===== src/rtl/regfile_pkg.sv =====
`default_nettype none
// ============================================================================
// Module   : regfile_pkg
// Brief    : Shared register-file constants and the writeback queue entry type.
// Revision : 1.0 - initial release
// ============================================================================
package regfile_pkg;

  localparam int GR_ADDR_W = 5;
  localparam int GR_DATA_W = 32;
  localparam logic [GR_ADDR_W-1:0] GR_ZERO = 5'd0;

  // One pending register-file write; valid marks occupied queue slots.
  typedef struct packed {
    logic                 valid;
    logic [GR_ADDR_W-1:0] addr;
    logic [GR_DATA_W-1:0] data;
  } wb_entry_t;

endpackage : regfile_pkg
`default_nettype wire


===== src/rtl/wbq_fwd_search.sv =====
`default_nettype none
// ============================================================================
// Module   : wbq_fwd_search
// Brief    : Combinational youngest-first address match over the writeback
//            queue entries. The tail pointer marks the next free slot, so the
//            youngest entry sits at tail-1 and the oldest at tail.
// Revision : 1.0 - initial release
// ============================================================================
module wbq_fwd_search
  import regfile_pkg::*;
#(
  parameter int DEPTH = 4
) (
  input  wb_entry_t                    entries [DEPTH],
  input  logic [$clog2(DEPTH)-1:0]     tail,
  input  logic [GR_ADDR_W-1:0]         fwd_addr,
  output logic                         hit,
  output logic [GR_DATA_W-1:0]         data
);

  localparam int PTR_W = $clog2(DEPTH);

  logic [PTR_W-1:0] w_idx;

  // Walk oldest to youngest so the youngest match is the last one to win;
  // GR0 never forwards because it is hardwired to zero.
  always_comb begin
    hit   = 1'b0;
    data  = '0;
    w_idx = '0;
    for (int k = DEPTH; k >= 1; k--) begin
      w_idx = tail - PTR_W'(k);
      if (entries[w_idx].valid && (entries[w_idx].addr == fwd_addr)) begin
        hit  = 1'b1;
        data = entries[w_idx].data;
      end
    end
    if (fwd_addr == GR_ZERO) begin
      hit  = 1'b0;
      data = '0;
    end
  end

endmodule : wbq_fwd_search
`default_nettype wire


===== src/rtl/wb_write_queue.sv =====
`default_nettype none
// ============================================================================
// Module   : wb_write_queue
// Brief    : Writeback request FIFO feeding the 5-to-32 register-file write
//            decoder. Accepts GR writes via valid/ready, drains one per cycle
//            onto decoder D/E and the write-data bus, and offers a
//            youngest-match forwarding lookup over pending writes.
//            Optional: define WBQ_COALESCE_EN to merge a write into the
//            youngest entry when it targets the same GR.
// Revision : 1.0 - initial release
// ============================================================================
module wb_write_queue
  import regfile_pkg::*;
#(
  parameter int DEPTH  = 4,
  parameter int ADDR_W = 5,
  parameter int DATA_W = 32
) (
  input  logic                     clk,
  input  logic                     rst_n,
  input  logic                     in_valid,
  output logic                     in_ready,
  input  logic [ADDR_W-1:0]        in_addr,
  input  logic [DATA_W-1:0]        in_data,
  input  logic                     out_hold,
  output logic                     out_e,
  output logic [ADDR_W-1:0]        out_d,
  output logic [DATA_W-1:0]        out_data,
  input  logic [ADDR_W-1:0]        fwd_addr,
  output logic                     fwd_hit,
  output logic [DATA_W-1:0]        fwd_data,
  output logic [$clog2(DEPTH):0]   count
);

  localparam int PTR_W = $clog2(DEPTH);
  localparam int CNT_W = PTR_W + 1;
  localparam logic [CNT_W-1:0] c_full_count = CNT_W'(DEPTH);

  wb_entry_t        r_mem [DEPTH];
  logic [PTR_W-1:0] r_rd_ptr;
  logic [PTR_W-1:0] r_wr_ptr;
  logic [CNT_W-1:0] r_count;

  logic w_not_empty;
  logic w_push_hs;
  logic w_pop;
  logic w_alloc;
  logic w_coalesce;

  assign w_not_empty = (r_count != '0);
  assign in_ready    = (r_count != c_full_count);
  assign w_push_hs   = in_valid & in_ready;
  assign out_e       = w_not_empty & ~out_hold;
  assign w_pop       = out_e;

`ifdef WBQ_COALESCE_EN
  logic [PTR_W-1:0] w_young;
  assign w_young = r_wr_ptr - 1'b1;
  // Merge into the youngest entry unless it is the lone head leaving this cycle.
  assign w_coalesce = w_push_hs & (in_addr != GR_ZERO) & w_not_empty &
                      (r_mem[w_young].addr == in_addr) &
                      ~(w_pop & (r_count == CNT_W'(1)));
`else
  assign w_coalesce = 1'b0;
`endif

  // GR0 requests are handshaken but never occupy a slot.
  assign w_alloc = w_push_hs & (in_addr != GR_ZERO) & ~w_coalesce;

  // Queue storage, pointers and occupancy; reset discards every pending write.
  always_ff @(posedge clk or negedge rst_n) begin
    if (!rst_n) begin
      r_rd_ptr <= '0;
      r_wr_ptr <= '0;
      r_count  <= '0;
      for (int i = 0; i < DEPTH; i++) begin
        r_mem[i] <= '0;
      end
    end else begin
      if (w_pop) begin
        r_mem[r_rd_ptr].valid <= 1'b0;
        r_rd_ptr              <= r_rd_ptr + 1'b1;
      end
      if (w_alloc) begin
        r_mem[r_wr_ptr] <= {1'b1, in_addr, in_data};
        r_wr_ptr        <= r_wr_ptr + 1'b1;
      end
`ifdef WBQ_COALESCE_EN
      if (w_coalesce) begin
        r_mem[w_young].data <= in_data;
      end
`endif
      r_count <= r_count + CNT_W'(w_alloc) - CNT_W'(w_pop);
    end
  end

  // Head entry drives the decoder; forced to zero while the queue is empty.
  always_comb begin
    out_d    = '0;
    out_data = '0;
    if (w_not_empty) begin
      out_d    = r_mem[r_rd_ptr].addr;
      out_data = r_mem[r_rd_ptr].data;
    end
  end

  assign count = r_count;

  wbq_fwd_search #(
    .DEPTH (DEPTH)
  ) u_fwd_search (
    .entries  (r_mem),
    .tail     (r_wr_ptr),
    .fwd_addr (fwd_addr),
    .hit      (fwd_hit),
    .data     (fwd_data)
  );

endmodule : wb_write_queue
`default_nettype wire


===== config.mk =====
export PLATFORM = sky130hd
export DESIGN_NAME = wb_write_queue
export DESIGN_NICKNAME = d
export VERILOG_FILES = /design/src/rtl/regfile_pkg.sv /design/src/rtl/wbq_fwd_search.sv /design/src/rtl/wb_write_queue.sv
export SDC_FILE = /design/constraint.sdc
export NUM_CORES = 1
export LEC_CHECK = 0
export BUFFER_PORTS_ARGS = -buffer_cell sky130_fd_sc_hd__buf_2
export CORE_AREA = 2 2 175 143
export DETAILED_ROUTE_END_ITERATION = 10
export DIE_AREA = 0 0 177 145
export PLACE_DENSITY_LB_ADDON = 0.15
export SLEW_MARGIN = 10
export SYNTH_ARGS = -nofsm -noshare
export SYNTH_HDL_FRONTEND = slang
export SYNTH_HIERARCHICAL = 1
export SYNTH_SLANG_ARGS = --single-unit
export TNS_END_PERCENT = 100

===== constraint.sdc =====
create_clock -name clk -period 2.6 [get_ports clk]
set_input_delay 0.26 -clock clk [delete_from_list [all_inputs] [get_ports clk]]
set_output_delay 0.26 -clock clk [all_outputs]
set_load 0.005 [all_outputs]

==> results.yml <==
pwr:
  p_sw_mw: 9.654
  combPwrFrac_pct: 66.3
  intPower_mw: 12.86
  p_leak_nw: 6.619
  p_clk_share_pct: 10.5
  total_power_mw: 22.51
  vdd_drop_max_uv: 725.2
  power.share.switching_pct: 42.89
  p_seq_share_pct: 23.3
  powerDensity_nw_per_um2: 1452
worst_setup_path:
  worst-path-max-fanout: 10
  rrSetupSlack_ps: 110
  crit_top_cell: "buf_12"
  crit_chain: "mux4_2, xor2_1, nor4_4, o211ai_4, a21boi_4, buf_12, buf_12, a211oi_2, nor3_2, buf_2"
  cp.arrival_ps: 3100
  cp-start-kind: "flip-flop"
  cp_slowest_cell: "mux4_2"
  worst-path-buf-inv: 3
  rr_endpoint: "r_mem[92]$_DFFE_PN0P_"
  cp-end-kind: "output port"
  slowest_delay_ps: 530
  rr_startpoint: "r_wr_ptr[0]$_DFFE_PN0N_"
  cp.required_ps: 2340
  reg2regPathDepth: 7
  critPathTopFamily: "compound AO/OA/AOI/OAI gates"
  path_class: "flip-flop to output port"
detailed_routing:
  drt_iter0_markers: 659
  first_pass_iters: 5
  vias_per_cell: 6.010
  wl_per_cell_microns: 20.87
  drt_wl_total_microns: 34410
  remaining_drc_errors: 0
  vias: 9911
  antenna_left: 0
status:
  violations: "negative setup slack"
  status: "complete, but fails checks"
placement:
  io_buffers: 120
  post-dp-hpwl_microns: 22700
  gp_congestion: 0.8098
  dp.cells: 1605
  place_area_sq_um: 14720
  pre_cts_slack_ps: -357.1
logic_synthesis:
  synth_area_leaders: "dfrtp_1, mux2_2, mux2_4, mux4_2, mux2i_1"
  synthFlopType: "dfrtp_1"
  syn_nets: 1221
  synthCells: 1165
  synth_top_area_cell: "dfrtp_1"
  synth_top_area_share_pct: 30.66
  seq_area_frac_synth_pct: 30.66
  async_reset_ff_share_pct: 100.0
  syn_avg_cell_area_sq_um: 11.14
  ys_warn_count: 6
  syn-cell-area_sq_um: 12980
  synth-seq-cells: 159
  yosysUniqueCellTypes: 46
  synth-edff-count: 0
sta:
  setup_viol: 33
  fin_skew_ps: 12.37
  hold_slack_ps: 90.66
  final_hold_viol_count: 0
  worst_slew_margin_rel_pct: 56.41
  min_period_over_period_pct: 129.1
  worst_pin_slew_ps: 653.8
  rsz0062_at_grt: "true"
  timing.final.ws_setup_ps: -756.3
  max_freq_mhz: 297.9
  min_period_ps: 3356
  finalMaxSlewViolations: 0
  fin_tns_setup_ps: -22950
cells_and_area:
  multi_input_area_sq_um: 8553
  finalNonFillerCells: 1649
  fillers: 1934
  final_common_cell: "dfrtp_1"
  regArea_sq_um: 3989
  nNetsFinal: 1373
  drive_gt1_share_pct: 46.65
  utilization_pct: 64.81
  syn2layout_area_growth_pct: 19.48
  mostFrequentLayoutCells: "dfrtp_1, buf_2, mux2_2"
  fin_area_sq_um: 15510
clocking:
  htreeDepth: 4
  cts_root_buffer: "clkbuf_16"
  path_clk_slew_ps: 70
  cts.sinks: 159
  cts_tree: "done"
  cts_buffer_depth: 2
  insertion_delay_ps: 440
  numCtsBuffers: 17
hold_path:
  hold_class: "primary input to flip-flop"
  whs_endpoint: "r_mem[132]$_DFFE_PN0P_"
  whs_path_depth: 2
  hp-start: "in_data[18]"
grt:
  grt_remaining_overflow: 0
  antenna_found_initial: 2
  grt_pass1_vias: 9550
  grt_first_pass_wirelength_microns: 54690
  grt_max_degree: 177
  grt_usage_pct: 27.14
floorplan:
  dieWidth_microns: 177
  start_util_pct: 54.24
  num_io_pins: 121
  rows: 51
  core-area_sq_um: 23930
  dieArea_sq_um: 25670
  die_y_microns: 145
flow_run:
  drv_cap: 0
synthesized netlist by cell type (all sizes together), types with 12 or more instances:
cell,count
xnor2,20
nand2,71
a21oi,33
buf,61
nand3b,33
o21ai,33
mux2i,84
nor2b,72
dfrtp,159
a211oi,133
nand2b,36
mux2,214
inv,12
clkbuf,47
mux4,41
nor2,39
nor3,36
worst reg2reg max path: stages (launching register included):
cell and delay, ps:
dfrtp_4 470, buf_4 210, clkbuf_16 380, ha_1 270
nand2_1 90, a211oi_4 200, buf_12 310, mux2_2 460
layout make-up:
cell class,instances,share of cell area (%)
diodes,2,0.03227
repair buffers,241,12.81
inverters,12,0.2905
multi-input cells,886,55.16
flip-flops and latches,159,25.72
well taps,318,2.566
clock buffers,17,2.743
clock inverters,14,0.6777
logic make-up after synthesis:
logic type,after synthesis,synth area share (%)
adder cells (fa/ha/maj),10,1.022
buffers and inverters,120,4.955
AO/OA/AOI/OAI,211,13.53
flip-flops,159,30.66
XOR/XNOR,29,1.957
AND/OR/NAND/NOR,297,13.53
multiplexers,339,34.36
repair_timing:
item | 4_1_cts | 5_1_grt
setup endpoints to repair | 33 | 76
hold buffers | 1 | 0
endpoints found under the hold margin | 55 | 0
cloned | 0 | 1
pin swaps | 9 | 1
gates resized for setup | 14 | 11
buffers inserted | 5 | 4
power groups by stage:
stage	sequential, mW	combinational, mW	clock (mW)
detailed placement	5.23	14.3	0
floorplan	4.75	10.4	0
CTS	5.22	14.6	2.40
global route	5.46	16.2	2.51
finish	5.24	14.9	2.36
global placement	5.17	14.0	0
per-layer routing:
layer	GRT usage (%)	vias up	wire length, microns
li1	-	4606	-
met1	40.18	5038	16400
met2	41.48	238	15990
met3	5.294	29	1708
met4	5.041	0	320
met5	0	-	0
state kept, by name (all words and copies together) (netlist names):
register and count:
count 3, r_mem 152, r_rd_ptr 2, r_wr_ptr 2
worst max path at each step:
| stage | from | slack, ps | depth (start not counted) | end |
|---|---|---|---|---|
| after floorplan | r_wr_ptr[1]$_DFFE_PN0N_ | 20 | 10 | fwd_data[10] |
| after CTS | r_wr_ptr[0]$_DFFE_PN0N_ | -740 | 10 | fwd_data[11] |
| after global placement | r_wr_ptr[0]$_DFFE_PN0N_ | -330 | 10 | fwd_data[30] |
| after detailed placement | r_wr_ptr[0]$_DFFE_PN0N_ | -360 | 10 | fwd_data[30] |
| after global routing | r_wr_ptr[0]$_DFFE_PN0N_ | -900 | 10 | fwd_data[11] |
| final | r_wr_ptr[0]$_DFFE_PN0N_ | -760 | 10 | fwd_data[11] |
No activity file was read; power rests on OpenSTA's default activity.
